$ cat src/rtl/audio_pkg.sv
// Shared types for the I2S sample transmitter: default stereo pair layout and serializer states.
package audio_pkg;

  localparam int AUDIO_SAMPLE_W = 16;

  typedef struct packed {
    logic signed [AUDIO_SAMPLE_W-1:0] l;
    logic signed [AUDIO_SAMPLE_W-1:0] r;
  } stereo_sample_t;

  typedef enum logic {
    IDLE,
    RUN
  } i2s_state_e;

endpackage

$ cat src/rtl/audio_sample_fifo.sv
// Synchronous FIFO of stereo pairs with fall-through read data and an occupancy count.
module audio_sample_fifo
  import audio_pkg::*;
#(
  parameter type T     = stereo_sample_t,
  parameter int  DEPTH = 8
) (
  input  logic                   clk,
  input  logic                   rst,
  input  logic                   push,
  input  logic                   pop,
  input  T                       wr_data,
  output T                       rd_data,
  output logic                   full,
  output logic                   empty,
  output logic [$clog2(DEPTH):0] level
);

  localparam int AW    = $clog2(DEPTH);
  localparam int LVL_W = AW + 1;

  T               mem [DEPTH];
  logic [AW-1:0]  wr_ptr;
  logic [AW-1:0]  rd_ptr;

  always_ff @(posedge clk) begin
    if (rst) begin
      wr_ptr <= '0;
      rd_ptr <= '0;
      level  <= '0;
    end else begin
      if (push) wr_ptr <= wr_ptr + 1'b1;
      if (pop)  rd_ptr <= rd_ptr + 1'b1;
      unique case ({push, pop})
        2'b10:   level <= level + 1'b1;
        2'b01:   level <= level - 1'b1;
        default: ;
      endcase
    end
  end

  always_ff @(posedge clk) begin
    if (push) mem[wr_ptr] <= wr_data;
  end

  assign rd_data = mem[rd_ptr];
  assign full    = (level == LVL_W'(DEPTH));
  assign empty   = (level == '0);

endmodule

$ cat src/rtl/i2s_sample_tx.sv
// Stereo PCM to Philips I2S serializer with a small sample FIFO.
// Define I2S_UNDERRUN_HOLD_EN to repeat the last popped pair on underrun instead of sending silence.
module i2s_sample_tx
  import audio_pkg::*;
#(
  parameter int SAMPLE_W   = 16,
  parameter int SCLK_DIV   = 4,
  parameter int FIFO_DEPTH = 8
) (
  input  logic                          clk,
  input  logic                          rst,
  input  logic                          enable,
  input  logic signed [SAMPLE_W-1:0]    sample_l,
  input  logic signed [SAMPLE_W-1:0]    sample_r,
  input  logic                          sample_valid,
  output logic                          sample_ready,
  output logic [$clog2(FIFO_DEPTH):0]   fifo_level,
  output logic                          underrun,
  output logic                          busy,
  output logic                          i2s_sclk,
  output logic                          i2s_lrclk,
  output logic                          i2s_sda
);

  localparam int FRAME_W = 2 * SAMPLE_W;
  localparam int DIV_W   = (SCLK_DIV > 1) ? $clog2(SCLK_DIV) : 1;
  localparam int BIT_W   = $clog2(FRAME_W);

  typedef struct packed {
    logic signed [SAMPLE_W-1:0] l;
    logic signed [SAMPLE_W-1:0] r;
  } pair_t;

  i2s_state_e          state;
  i2s_state_e          state_next;
  logic [DIV_W-1:0]    div_cnt;
  logic [BIT_W-1:0]    bit_cnt;
  logic [BIT_W-1:0]    next_bit;
  logic [FRAME_W-1:0]  sh;
  logic                stopping;
  logic                tick;
  logic                fall;
  logic                frame_end;
  logic                load;
  logic                push;
  logic                pop;
  logic                full;
  logic                empty;
  pair_t               wr_pair;
  pair_t               rd_pair;
  pair_t               fill;
  pair_t               frame_in;

  assign wr_pair.l = sample_l;
  assign wr_pair.r = sample_r;
  assign push      = sample_valid && sample_ready;
  assign pop       = load && !empty;

  audio_sample_fifo #(
    .T     (pair_t),
    .DEPTH (FIFO_DEPTH)
  ) u_fifo (
    .clk     (clk),
    .rst     (rst),
    .push    (push),
    .pop     (pop),
    .wr_data (wr_pair),
    .rd_data (rd_pair),
    .full    (full),
    .empty   (empty),
    .level   (fifo_level)
  );

  assign sample_ready = !full;
  assign busy         = (state == RUN);

  assign tick      = (div_cnt == DIV_W'(SCLK_DIV - 1));
  assign fall      = tick && i2s_sclk;
  assign next_bit  = (bit_cnt == BIT_W'(FRAME_W - 1)) ? '0 : bit_cnt + 1'b1;
  assign frame_end = (next_bit == '0);

`ifdef I2S_UNDERRUN_HOLD_EN
  pair_t last_pair;

  always_ff @(posedge clk) begin
    if (rst)      last_pair <= '0;
    else if (pop) last_pair <= rd_pair;
  end

  assign fill = last_pair;
`else
  assign fill = '0;
`endif

  assign frame_in = empty ? fill : rd_pair;

  always_ff @(posedge clk) begin
    if (rst) state <= IDLE;
    else     state <= state_next;
  end

  // A stop request only takes effect at the slot-0 boundary, so the last frame always completes.
  always_comb begin
    state_next = state;
    load       = 1'b0;
    case (state)
      IDLE: begin
        if (enable) begin
          state_next = RUN;
          load       = 1'b1;
        end
      end
      RUN: begin
        if (fall) begin
          if (stopping)                state_next = IDLE;
          else if (frame_end && enable) load       = 1'b1;
        end
      end
      default: state_next = IDLE;
    endcase
  end

  always_ff @(posedge clk) begin
    if (rst) begin
      div_cnt   <= '0;
      bit_cnt   <= '0;
      sh        <= '0;
      stopping  <= 1'b0;
      underrun  <= 1'b0;
      i2s_sclk  <= 1'b0;
      i2s_lrclk <= 1'b0;
      i2s_sda   <= 1'b0;
    end else begin
      underrun <= load && empty;
      if (state_next == IDLE) begin
        div_cnt   <= '0;
        bit_cnt   <= '0;
        sh        <= '0;
        stopping  <= 1'b0;
        i2s_sclk  <= 1'b0;
        i2s_lrclk <= 1'b0;
        i2s_sda   <= 1'b0;
      end else if (state == IDLE) begin
        // Entering RUN: slot 0 of the first frame has no previous R LSB to send.
        div_cnt   <= '0;
        bit_cnt   <= '0;
        sh        <= frame_in;
        stopping  <= 1'b0;
        i2s_sclk  <= 1'b0;
        i2s_lrclk <= 1'b0;
        i2s_sda   <= 1'b0;
      end else begin
        div_cnt <= tick ? '0 : div_cnt + 1'b1;
        if (tick) i2s_sclk <= ~i2s_sclk;
        if (fall) begin
          bit_cnt   <= next_bit;
          i2s_lrclk <= (next_bit >= BIT_W'(SAMPLE_W));
          i2s_sda   <= sh[FRAME_W-1];
          sh        <= load ? frame_in : (sh << 1);
          if (frame_end && !enable) stopping <= 1'b1;
        end
      end
    end
  end

endmodule

$ cat config.mk
export PLATFORM = sky130hd
export DESIGN_NAME = i2s_sample_tx
export DESIGN_NICKNAME = d
export VERILOG_FILES = /design/src/rtl/audio_pkg.sv /design/src/rtl/audio_sample_fifo.sv /design/src/rtl/i2s_sample_tx.sv
export SDC_FILE = /design/constraint.sdc
export NUM_CORES = 1
export LEC_CHECK = 0
export ABC_AREA = 1
export CAP_MARGIN = 25
export CORE_MARGIN = 5
export CORE_UTILIZATION = 40
export DETAILED_ROUTE_END_ITERATION = 8
export GPL_TIMING_DRIVEN = 0
export SYNTH_ARGS = -nofsm -noshare
export SYNTH_HDL_FRONTEND = slang
export SYNTH_SLANG_ARGS = --single-unit
$ cat constraint.sdc
create_clock -name clk -period 2.8 [get_ports clk]
set_input_delay 0.42 -clock clk [delete_from_list [all_inputs] [get_ports clk]]
set_output_delay 0.42 -clock clk [all_outputs]
set_load 0.005 [all_outputs]
=== Word level (Yosys, flattened, before mapping) ===
Memory sizes are Yosys's and may differ from the RTL's. A register that Yosys moved wholly into a read port is not among the register bits.
Cells that the tools add are included.

* Bits in registers: 55
* Memory bits (writable): 256
* Input port bits: 36
* Logic and storage cells: 63
* Memories kept: 1

* Add/sub/neg operators: 6
* Order comparisons: 1
* Equality and inequality tests: 6
* Muxes and demuxes: 18
* Bitwise gates (word level): 3
* Reduce and logical (&&, ||, !) cells: 16

{| class="wikitable"
|+ Memories
! name !! words !! width !! rd ports !! clocked after memory_dff !! write ports !! line !! RTL
|-
| u_fifo.mem || 8 || 32 || 1 || 1 || 1 || audio_sample_fifo.sv:22 || <nowiki>T mem [DEPTH];</nowiki>
|}

{| class="wikitable"
|+ Operators with widths
! kind !! number
|-
| $mux 32 || 4
|-
| $mux 1 || 8
|-
| $pmux 4 s2 || 1
|-
| $add 3x1->3 const B || 2
|-
| $logic_and 1x1->1 || 6
|-
| $mux 3 || 2
|-
| $add 5x1->5 const B || 1
|-
| $eq 5x5->1 const B || 1
|-
| $ge 5x5->1 const B || 1
|-
| $logic_not 5->1 || 1
|-
| $mux 5 || 1
|-
| $add 4x1->4 const B || 1
|-
| $eq 2x2->1 const B || 2
|-
| $eq 4x4->1 const B || 1
|-
| $logic_not 4->1 || 1
|-
| $pmux 1 s2 || 2
|-
| $reduce_or 4->1 || 1
|-
| $sub 4x1->4 const B || 1
|-
| $logic_not 1->1 || 3
|-
| $not 1->1 || 3
|-
| $reduce_or 3->1 || 1
|-
| $add 2x1->2 const B || 1
|-
| $eq 2x1->1 const B || 1
|-
| $ne 2x1->1 const B || 1
|-
| other kinds (3) || 3
|}

=== Longest topological paths before layout ===
Gate-level depths: netlist (run 1).

* Depth after elaboration: 11
* Depth in mapped cells: 20
* Depth with buffers taken out: 20

=== Cells and area by module ===
From an unflattened synthesis (run 1), not the netlist that was laid out.

* Cell total of the unflattened synthesis: 1227
* Area, all modules: 13142.6 µm²

{| class="wikitable"
|+ Modules (own cells, without submodules)
! module !! times used !! cells an instance !! area an instance (µm²) !! seq. area each (µm²)
|-
| audio_sample_fifo || 1 || 806 || 10595.2 || 7947.6
|-
| i2s_sample_tx || 1 || 421 || 2547.4 || 900.9
|}

=== Worst setup path before layout (run 1) ===
OpenSTA, ideal clock, no wires.

* Kind: register to register
* From: register u_fifo.level[1]
* To: memory u_fifo.mem[0][0] in the netlist's numbering (enable)
* Setup time: 421 ps
* Arrival time: 2289 ps
* Path slack: 90 ps
* Stages on the path, launching flop included: 7
* Path buffers: 0
* Cell sequence: dfxtp_1 nor2_1 nand3_1 nand2_1 inv_1 nand2_1 nor2_1

* Cells in the longest elaborated chain, start to end: 5

{| class="wikitable"
|+ RTL lines
! element !! line !! RTL
|-
| start: declaration || audio_sample_fifo.sv:16 || <nowiki>output logic [$clog2(DEPTH):0] level</nowiki>
|-
| start signal: assignment || audio_sample_fifo.sv:35 || <nowiki>2'b10: level <= level + 1'b1;</nowiki>
|-
| start signal: assignment || audio_sample_fifo.sv:36 || <nowiki>2'b01: level <= level - 1'b1;</nowiki>
|-
| $eq 4x4->1 || audio_sample_fifo.sv:47 || <nowiki>assign full = (level == LVL_W'(DEPTH));</nowiki>
|-
| $logic_not 1->1 || i2s_sample_tx.sv:74 || <nowiki>assign sample_ready = !full;</nowiki>
|-
| named net sample_ready || i2s_sample_tx.sv:16 || <nowiki>output logic sample_ready,</nowiki>
|-
| $logic_and 1x1->1 || i2s_sample_tx.sv:56 || <nowiki>assign push = sample_valid && sample_ready;</nowiki>
|-
| $mux 1 || audio_sample_fifo.sv:43 || <nowiki>if (push) mem[wr_ptr] <= wr_data;</nowiki>
|-
| $mux 1 (implied by the code) || audio_sample_fifo.sv:43 ||
|-
| end: declaration || audio_sample_fifo.sv:22 ||
|}

The timed path passes the listed nets, and every way through them passes these cells.

=== Worst setup path after layout (run 1) ===
* From: register bit_cnt[1]
* To: register u_fifo.level[2]

* Cells in the longest elaborated chain, start to end: 11
* Elaborated cells between the ends (all ways): 14
* Classes of those cells: add/sub: 1; eq/ne: 3; mux: 6; reduce/logical: 4

{| class="wikitable"
|+ RTL lines
! element !! line !! RTL
|-
| start: declaration || i2s_sample_tx.sv:37 || <nowiki>logic [BIT_W-1:0] bit_cnt;</nowiki>
|-
| start signal: assignment || i2s_sample_tx.sv:156 || <nowiki>bit_cnt <= next_bit;</nowiki>
|-
| $add 5x1->5 / $eq 5x5->1 (equally long branches) || i2s_sample_tx.sv:79 || <nowiki>assign next_bit = (bit_cnt == BIT_W'(FRAME_W - 1)) ? '0 : bit_cnt + 1'b1;</nowiki>
|-
| $mux 5 * || i2s_sample_tx.sv:79 ||
|-
| named net next_bit[4] || i2s_sample_tx.sv:38 || <nowiki>logic [BIT_W-1:0] next_bit;</nowiki>
|-
| $logic_not 5->1 * || i2s_sample_tx.sv:80 || <nowiki>assign frame_end = (next_bit == '0);</nowiki>
|-
| $logic_and 1x1->1 * || i2s_sample_tx.sv:116 || <nowiki>else if (frame_end && enable) load = 1'b1;</nowiki>
|-
| $mux 1 * || i2s_sample_tx.sv:116 ||
|-
| $mux 1 * || i2s_sample_tx.sv:115 || <nowiki>if (stopping) state_next = IDLE;</nowiki>
|-
| $mux 1 * || i2s_sample_tx.sv:114 || <nowiki>if (fall) begin</nowiki>
|-
| $pmux 1 s2 * || i2s_sample_tx.sv:106 || <nowiki>case (state)</nowiki>
|-
| $logic_and 1x1->1 * || i2s_sample_tx.sv:57 || <nowiki>assign pop = load && !empty;</nowiki>
|-
| $eq 2x1->1 / $eq 2x2->1 (equally long branches) || audio_sample_fifo.sv:34 || <nowiki>unique case ({push, pop})</nowiki>
|-
| $pmux 4 s2 / $reduce_bool 2->1 (equally long branches) || -- ||
|}

The timed path passes the listed nets; every way through them passes the cells marked *.
A chain may end at the register's enable or synchronous reset.

==> results of run 1 <==
==> placed cells by master (no fill, tap or decap), types with 2 or more instances in the layout <==
cell / instances
buf_4: 14
nand2_2: 6
nand4_1: 2
a211oi_1: 2
ha_1: 4
buf_16: 3
nand2_4: 2
nand3_1: 133
inv_6: 3
xor2_2: 2
nor2_1: 297
buf_1: 11
edfxtp_1: 256
o21ai_1: 37
clkbuf_16: 35
nand2_1: 316
clkdlybuf4s50_1: 45
o21ai_0: 35
buf_6: 15
clkbuf_8: 3
buf_12: 5
clkbuf_1: 23
inv_4: 3
ha_4: 3
inv_1: 124
nor2_4: 9
inv_2: 5
clkinv_1: 8
buf_2: 23
a21oi_1: 16
nor2_2: 2
dfxtp_1: 56
clkinv_2: 2
nand3_2: 2
==> power by group through the flow <==
| stage | clock [W] | sequential (W) | combinational, W |
|---|---|---|---|
| after floorplan | 0 | 0.00543 | 0.00154 |
| after global placement | 0 | 0.00544 | 0.00238 |
| after detailed placement | 0 | 0.00544 | 0.00245 |
| after CTS | 0.00430 | 0.00534 | 0.00248 |
| after global routing | 0.00449 | 0.00536 | 0.00279 |
| final | 0.00423 | 0.00534 | 0.00249 |
==> layout make-up <==
type	count	share of cell area (%)
Multi-Input combinational cell	879	24.4
Clock inverter	14	0.603
Clock buffer	46	5.93
Antenna cell	1	0.0157
Inverter	132	3.15
Buffer	71	2.72
Timing Repair Buffer	60	4.29
Tap cell	448	3.51
Sequential cell	314	55.4
==> worst reg2reg max path: stages, from the launching register on <==
cell and delay, ps:
dfxtp_2 350, ha_4 150, nand2_2 70, nor2_2 170, ha_4 220, inv_1 50
nand2_1 50, nor2_2 140, nand3_2 110, o21bai_4 200, nand2_2 90, inv_4 80
ha_4 160, xor2_2 160, ha_2 180, a21oi_1 50, xnor2_1 140, o21ai_1 130
inv_1 40
==> sequential cells by signal, indices dropped and copies added (netlist names), named ones only <==
name           flops
bit_cnt            5
busy               1
div_cnt            2
i2s_lrclk          1
i2s_sclk           1
i2s_sda            1
sh                32
stopping           1
u_fifo.level       4
u_fifo.mem       256
u_fifo.rd_ptr      3
u_fifo.wr_ptr      3
underrun           1
==> kinds of logic (layout without fill, tap and decap cells) <==
group / count (synthesis) / in the layout / synth area share (%)
AND/OR/NAND/NOR: 773 / 773 / 23.1
flip-flops: 314 / 314 / 65.3
buffers and inverters: 203 / 323 / 6.90
AO/OA/AOI/OAI: 94 / 94 / 3.71
adder cells (fa/ha/maj): 8 / 8 / 0.739
XOR/XNOR: 4 / 4 / 0.259
other: 0 / 1 / 0
==> per-layer routing <==
metal / up-vias / routed length (um) / track usage [%]
met2: 227 / 15900 / 28.8
met5: - / 0 / 0
met1: 4483 / 14900 / 23.9
met4: 0 / 694 / 4.45
li1: 4732 / - / -
met3: 48 / 1830 / 2.43
==> through the flow <==
stage / hold slack [ps] / utilization [%] / instance area [sq um]
5_1_grt: 462 / 47.7 / 16000
3_3_place_gp: 415 / 43.4 / 14600
4_1_cts: 438 / 47.4 / 15900
3_5_place_dp: 430 / 44.2 / 14800
2_1_floorplan: 404 / - / 13600
6_report: 435 / 47.7 / 16000
==> cells in the mapped netlist (15+ instances only) <==
cell        n
nand2_1   318
nor2_1    306
edfxtp_1  256
nand3_1   133
inv_1     125
dfxtp_1    58
o21ai_0    37
o21ai_1    35
buf_2      23
a21oi_1    16
buf_6      15
clkbuf_1   15
==> repair_timing <==
item,4_1_cts,5_1_grt
endpoints found under the setup margin,3,3
buffers inserted,2,5
pin swaps,1,7
gates resized for setup,6,14
hold buffers,0,0
==> final timing paths <==
path | slack [ps] | end
hold / removal | 430 | div_cnt[0]$_SDFF_PP0_
setup / recovery | 140 | u_fifo.level[2]$_SDFFE_PP0P_
setup reg to reg | 140 | u_fifo.level[2]$_SDFFE_PP0P_
hold reg to reg | 430 | div_cnt[0]$_SDFF_PP0_
==> qor.txt, run 1 <==
Pwr/cell area -> 755 nW/um^2
Post-synth EDFFs -> 256
Slew headroom -> 47.9%
Crit path max-delay family -> adder cells
Pins Over Slew Limit -> 0
Largest area contributor in the netlist -> edfxtp_1
Global route overflow -> 0
Sequential area share after synthesis -> 65.3%
CTS root buffer -> clkbuf_16
Max VDD drop -> 0.401 mV
Chip Height -> 194 um
Largest net degree at the start of global routing -> 26
First-pass GRT wire length -> 51.1 mm
Iter 0 DRT Violations -> 860
Synthesized instance count -> 1396
CP peak stage delay -> 350 ps
Reg-to-Reg Start -> bit_cnt[1]$_SDFFE_PP0P_
H-tree depth -> 2
Yosys reg bits -> 314
Worst slew pin tran -> 782 ps
Worst R2R Path Depth -> 18
Syn. warnings -> 0
Fin cells -> 1965
Setup crit start -> bit_cnt[1]$_SDFFE_PP0P_
Post-synth cell types -> 34
Worst Hold Class -> reg2reg
Critical path class -> reg2reg
TNS Setup -> 0 ps
Power Total -> 0.0121 W
Synthesized area per cell -> 9.71 sq um
Boundary Pins -> 46
Clock power frac -> 35.0%
Syn nets -> 1440
Area of the mapped netlist -> 13600 sq um
Clock Sinks -> 314
Endpoints failing setup -> 0
Tot GR Track Use -> 17.3%
Final period util -> 95.0%
Synth top area cells -> edfxtp_1 57%, nand2_1 8.8%, dfxtp_1 8.6%, nor2_1 8.5%, nand3_1 4.9%
Slowest CP cell -> dfxtp_2
Final Hold Fails -> 0
Share of cells above drive strength 1 -> 9.56%
Drt drc -> 0
Routed wire length -> 33.3 mm
Min-delay src -> div_cnt[0]$_SDFF_PP0_
Crit path depth -> 18
Fill count -> 3084
Storage element area -> 8850 sq um
CTS tree -> done
Clock Skews -> 12.5 ps
Max-cap violations -> 0
Initial antenna violation count -> 1
Crit path buf inv count -> 3
Core Region -> 33500 sq um
Initial core utilization -> 40.4%
Area of the multi-input gates -> 3900 sq um
Nets -> 1537
DR vias -> 9490
Worst-Skew Late Latency -> 520 ps
Switching Fraction -> 29.3%
Post-DRT Antenna Nets -> 0
Area grow syn2layout -> 17.9%
CP startpoint kind -> flop
Post-synthesis async set-or-reset flop share -> 0%
Max Fanout on Critical Path -> 4
Post-route worst setup slack -> 141 ps
WL/cell -> 17.0 um
Die W -> 194 um
Placed Instances -> 1897
Post-Place Worst Slack -> -289 ps
Top cell type's share of synthesized area -> 56.7%
P_int -> 0.00853 W
WP data arrival -> 3060 ps
Switching power total -> 0.00354 W
Cell mode on critical path -> ha_4
DIE AREA -> 37700 sq um
Flop pwr share -> 44.3%
Logic pwr share -> 20.7%
Post-DP HPWL -> 22.2 mm
CP Cell Sequence -> ha_4 > nand2_2 > nor2_2 > ha_4 > inv_1 > nand2_1 > nor2_2 > nand3_2 > o21bai_4 > nand2_2 > inv_4 > ha_4 > xor2_2 > ha_2 > a21oi_1 > xnor2_1 > o21ai_1 > inv_1
Final Wtd Congestion -> 0.805
Leakage -> 6.50 nW
Reg clk slew, reported paths -> 50 ps
Vias per cell -> 4.83
Hold Path Depth -> 1
TritonCTS Buffers -> 35
Status -> finished, final reports clean
Vias in the first global route -> 9012
Ys flop type -> edfxtp_1
WP data required -> 3210 ps
Tmin final -> 2660 ps
Cell Rows -> 67
Max Fclk -> 376 MHz
Pre-antenna DRT Iters -> 5
Number of I/O port buffers -> 45
Clock Tree Buf Depth -> 3
Critical path endpoint category -> flop
Power figures use the tool's default switching activity.
==> run 2, diff against run 1 <==
--- a/config.mk
+++ b/config.mk
@@ -13,4 +13,5 @@
 export GPL_TIMING_DRIVEN = 0
 export SYNTH_ARGS = -nofsm -noshare
 export SYNTH_HDL_FRONTEND = slang
+export SYNTH_HIERARCHICAL = 1
 export SYNTH_SLANG_ARGS = --single-unit
==> run 2 against run 1 <==
Against the previous run: count of clock-buffer cells in the layout is 3 higher; critical path type unchanged; synthesized area is 3.0% lower; synthesized cell count is 12% lower; non-clock buffer count is 2 lower; sequential share of layout area is 1.4 points higher; hold slack worse by 2.7 ps; clock power is 2% higher; power is 15% higher; final cell count is 8.8% lower; worst setup slack better by 51 ps.
==> qor.txt, run 2 <==
Max Fanout on Critical Path -> 5
H-tree depth -> 2
Vias per cell -> 4.98
Final Hold Fails -> 0
Syn nets -> 1272
Leakage -> 5.85 nW
Synthesized area per cell -> 10.7 sq um
Vias in the first global route -> 8682
Synth top area cells -> edfxtp_1 58%, dfxtp_1 8.8%, nor2_1 7.2%, nand2_1 5.3%, o21ai_0 4.2%
Yosys reg bits -> 314
Pre-antenna DRT Iters -> 6
Synth top cells by count -> 256 x edfxtp_1, 251 x nor2_1, 187 x nand2_1, 110 x o21ai_0, 85 x inv_1
Post-DP Area -> 14400 sq um
Die W -> 191 um
Chip Height -> 191 um
Switching Fraction -> 32.9%
Slew headroom -> 46.2%
Worst R2R Path Depth -> 18
Sequential area share after synthesis -> 67.3%
Max Fclk -> 383 MHz
Post-synth EDFFs -> 256
Worst-Skew Late Latency -> 510 ps
Regs by FF count -> u_fifo/mem: 256 flops, sh: 32 flops, bit_cnt: 5 flops
Clock power frac -> 31.0%
CP startpoint kind -> flop
Largest area contributor in the netlist -> edfxtp_1
Max FFs per register -> 256
CP peak stage delay -> 350 ps
Register with the most flip-flops -> u_fifo/mem
Max VDD drop -> 0.475 mV
TNS Setup -> 0 ps
Post-DP HPWL -> 20.8 mm
Post-DRT Antenna Nets -> 0
Crit path max-delay family -> adder cells
Logic pwr share -> 29.1%
Top cell type's share of synthesized area -> 58.5%
Drt drc -> 0
Final Wtd Congestion -> 0.830
CP Cell Sequence -> ha_2 > nand2_2 > nor2_1 > ha_1 > nor2_4 > nand3b_4 > o21bai_4 > o21ai_2 > nor2_4 > ha_4 > nand2_1 > inv_2 > nor2_1 > ha_1 > a21oi_2 > xnor2_1 > o21ai_1 > inv_1
TritonCTS Buffers -> 35
WP data arrival -> 3010 ps
Most frequent cells in the layout -> 256 x edfxtp_1, 241 x nor2_1, 185 x nand2_1
N_diodes -> 0
DIE AREA -> 36600 sq um
Pwr/cell area -> 891 nW/um^2
Fill count -> 2913
Global route overflow -> 0
Core Region -> 32500 sq um
Max-cap violations -> 0
Hold_buf cts -> 0
CTS tree -> done
Tot GR Track Use -> 17.2%
Initial core utilization -> 40.5%
Crit path buf inv count -> 2
Largest net degree at the start of global routing -> 28
Pins Over Slew Limit -> 0
Syn. warnings -> 6
Nets -> 1369
Clock Tree Buf Depth -> 3
Critical path class -> reg2reg
Number of I/O port buffers -> 45
Post-synthesis async set-or-reset flop share -> 0%
First-pass GRT wire length -> 48.9 mm
Commonest non-fill, non-tap cell in the layout -> edfxtp_1
Boundary Pins -> 46
Worst Hold Class -> reg2reg
Clock Skews -> 16.8 ps
Iter 0 DRT Violations -> 751
Hold Path Depth -> 1
Slowest CP cell -> dfxtp_4
Area grow syn2layout -> 18.6%
Final period util -> 93.1%
Reg clk slew, reported paths -> 60 ps
P_int -> 0.00932 W
Most instantiated library cell after synthesis -> edfxtp_1
Initial antenna violation count -> 0
WL/cell -> 17.5 um
Routed wire length -> 31.4 mm
WP data required -> 3200 ps
Area of the mapped netlist -> 13100 sq um
Ys flop type -> edfxtp_1
Switching power total -> 0.00457 W
Flop pwr share -> 39.9%
Critical path endpoint category -> flop
Share of cells above drive strength 1 -> 9.63%
Clock Sinks -> 314
DR vias -> 8924
Final instance area -> 15600 sq um
Endpoints failing setup -> 0
Crit path depth -> 18
Status -> finished, final reports clean
Synthesized instance count -> 1227
CTS root buffer -> clkbuf_16
Tmin final -> 2610 ps
Worst slew pin tran -> 807 ps
Post-synth cell types -> 36
Cell Rows -> 66
## run 2: cell count changes after synthesis, sizes merged, moves of 16 or more
| cell | delta |
|---|---|
| buf | -18 |
| clkbuf | +16 |
| inv | -42 |
| mux2i | +32 |
| nand2 | -135 |
| nand3 | -62 |
| nor2 | -56 |
| o21ai | +60 |
| o22ai | +32 |
## run 2: repair_timing
item / CTS / global route
buffers inserted: 3 / 5
setup endpoints to repair: 4 / 3
pin swaps: 2 / 6
gates resized for setup: 6 / 10
## run 2: kinds of logic after synthesis
family / after synthesis / synth area share, %
adder cells (fa/ha/maj): 9 / 0.857
buffers and inverters: 159 / 5.50
multiplexers: 32 / 2.44
AO/OA/AOI/OAI: 182 / 7.43
AND/OR/NAND/NOR: 527 / 16.2
XOR/XNOR: 4 / 0.267
flip-flops: 314 / 67.3
## run 2: per-stage QoR
| step | hold WS (ps) | setup WS, ps | utilization (%) | total power (W) | cells |
|---|---|---|---|---|---|
| after floorplan | 404 | -133 | - | 0.00822 | 1227 |
| after global placement | 413 | -2030 | 43.6 | 0.00953 | 1714 |
| after detailed placement | 428 | -521 | 44.4 | 0.00963 | 1722 |
| after CTS | 436 | 6.47 | 47.9 | 0.0140 | 1788 |
| after global routing | 452 | -32.4 | 48.0 | 0.0146 | 1792 |
| final | 432 | 192 | 48.0 | 0.0139 | 1792 |
## run 2: cell type report
| class | count | area [sq um] | share of cell area [%] |
|---|---|---|---|
| Tap cell | 442 | 553 | 3.55 |
| Inverter | 90 | 338 | 2.17 |
| Clock buffer | 49 | 991 | 6.36 |
| Sequential cell | 314 | 8860 | 56.8 |
| Multi-Input combinational cell | 754 | 3680 | 23.6 |
| Buffer | 68 | 374 | 2.40 |
| Timing Repair Buffer | 61 | 693 | 4.45 |
| Clock inverter | 14 | 98.8 | 0.634 |
## run 2: metal layers
layer  GRT usage (%)  routed length (um)  up-vias
met5               0                   0        -
met4            4.86                 740        0
met3            2.74                1750       57
met2            28.5               15000      245
met1            23.5               13900     4239
li1                -                   -     4383
## run 2: path summary, 6_finish.rpt
check / start / to / slack [ps]
worst max-delay path: bit_cnt[0]$_SDFFE_PP0P_ / u_fifo/level[2]$_SDFFE_PP0P_ / 190
worst min-delay path: div_cnt[0]$_SDFF_PP0_ / div_cnt[0]$_SDFF_PP0_ / 430
worst max register to register: bit_cnt[0]$_SDFFE_PP0P_ / u_fifo/level[2]$_SDFFE_PP0P_ / 190
worst min register to register: div_cnt[0]$_SDFF_PP0_ / div_cnt[0]$_SDFF_PP0_ / 430
## run 2: power by group through the flow
stage / registers (W) / clock network, W / logic (W)
after floorplan: 0.00561 / 0 / 0.00261
after global placement: 0.00565 / 0 / 0.00389
after detailed placement: 0.00564 / 0 / 0.00399
after CTS: 0.00554 / 0.00439 / 0.00404
after global routing: 0.00557 / 0.00458 / 0.00449
final: 0.00554 / 0.00431 / 0.00404
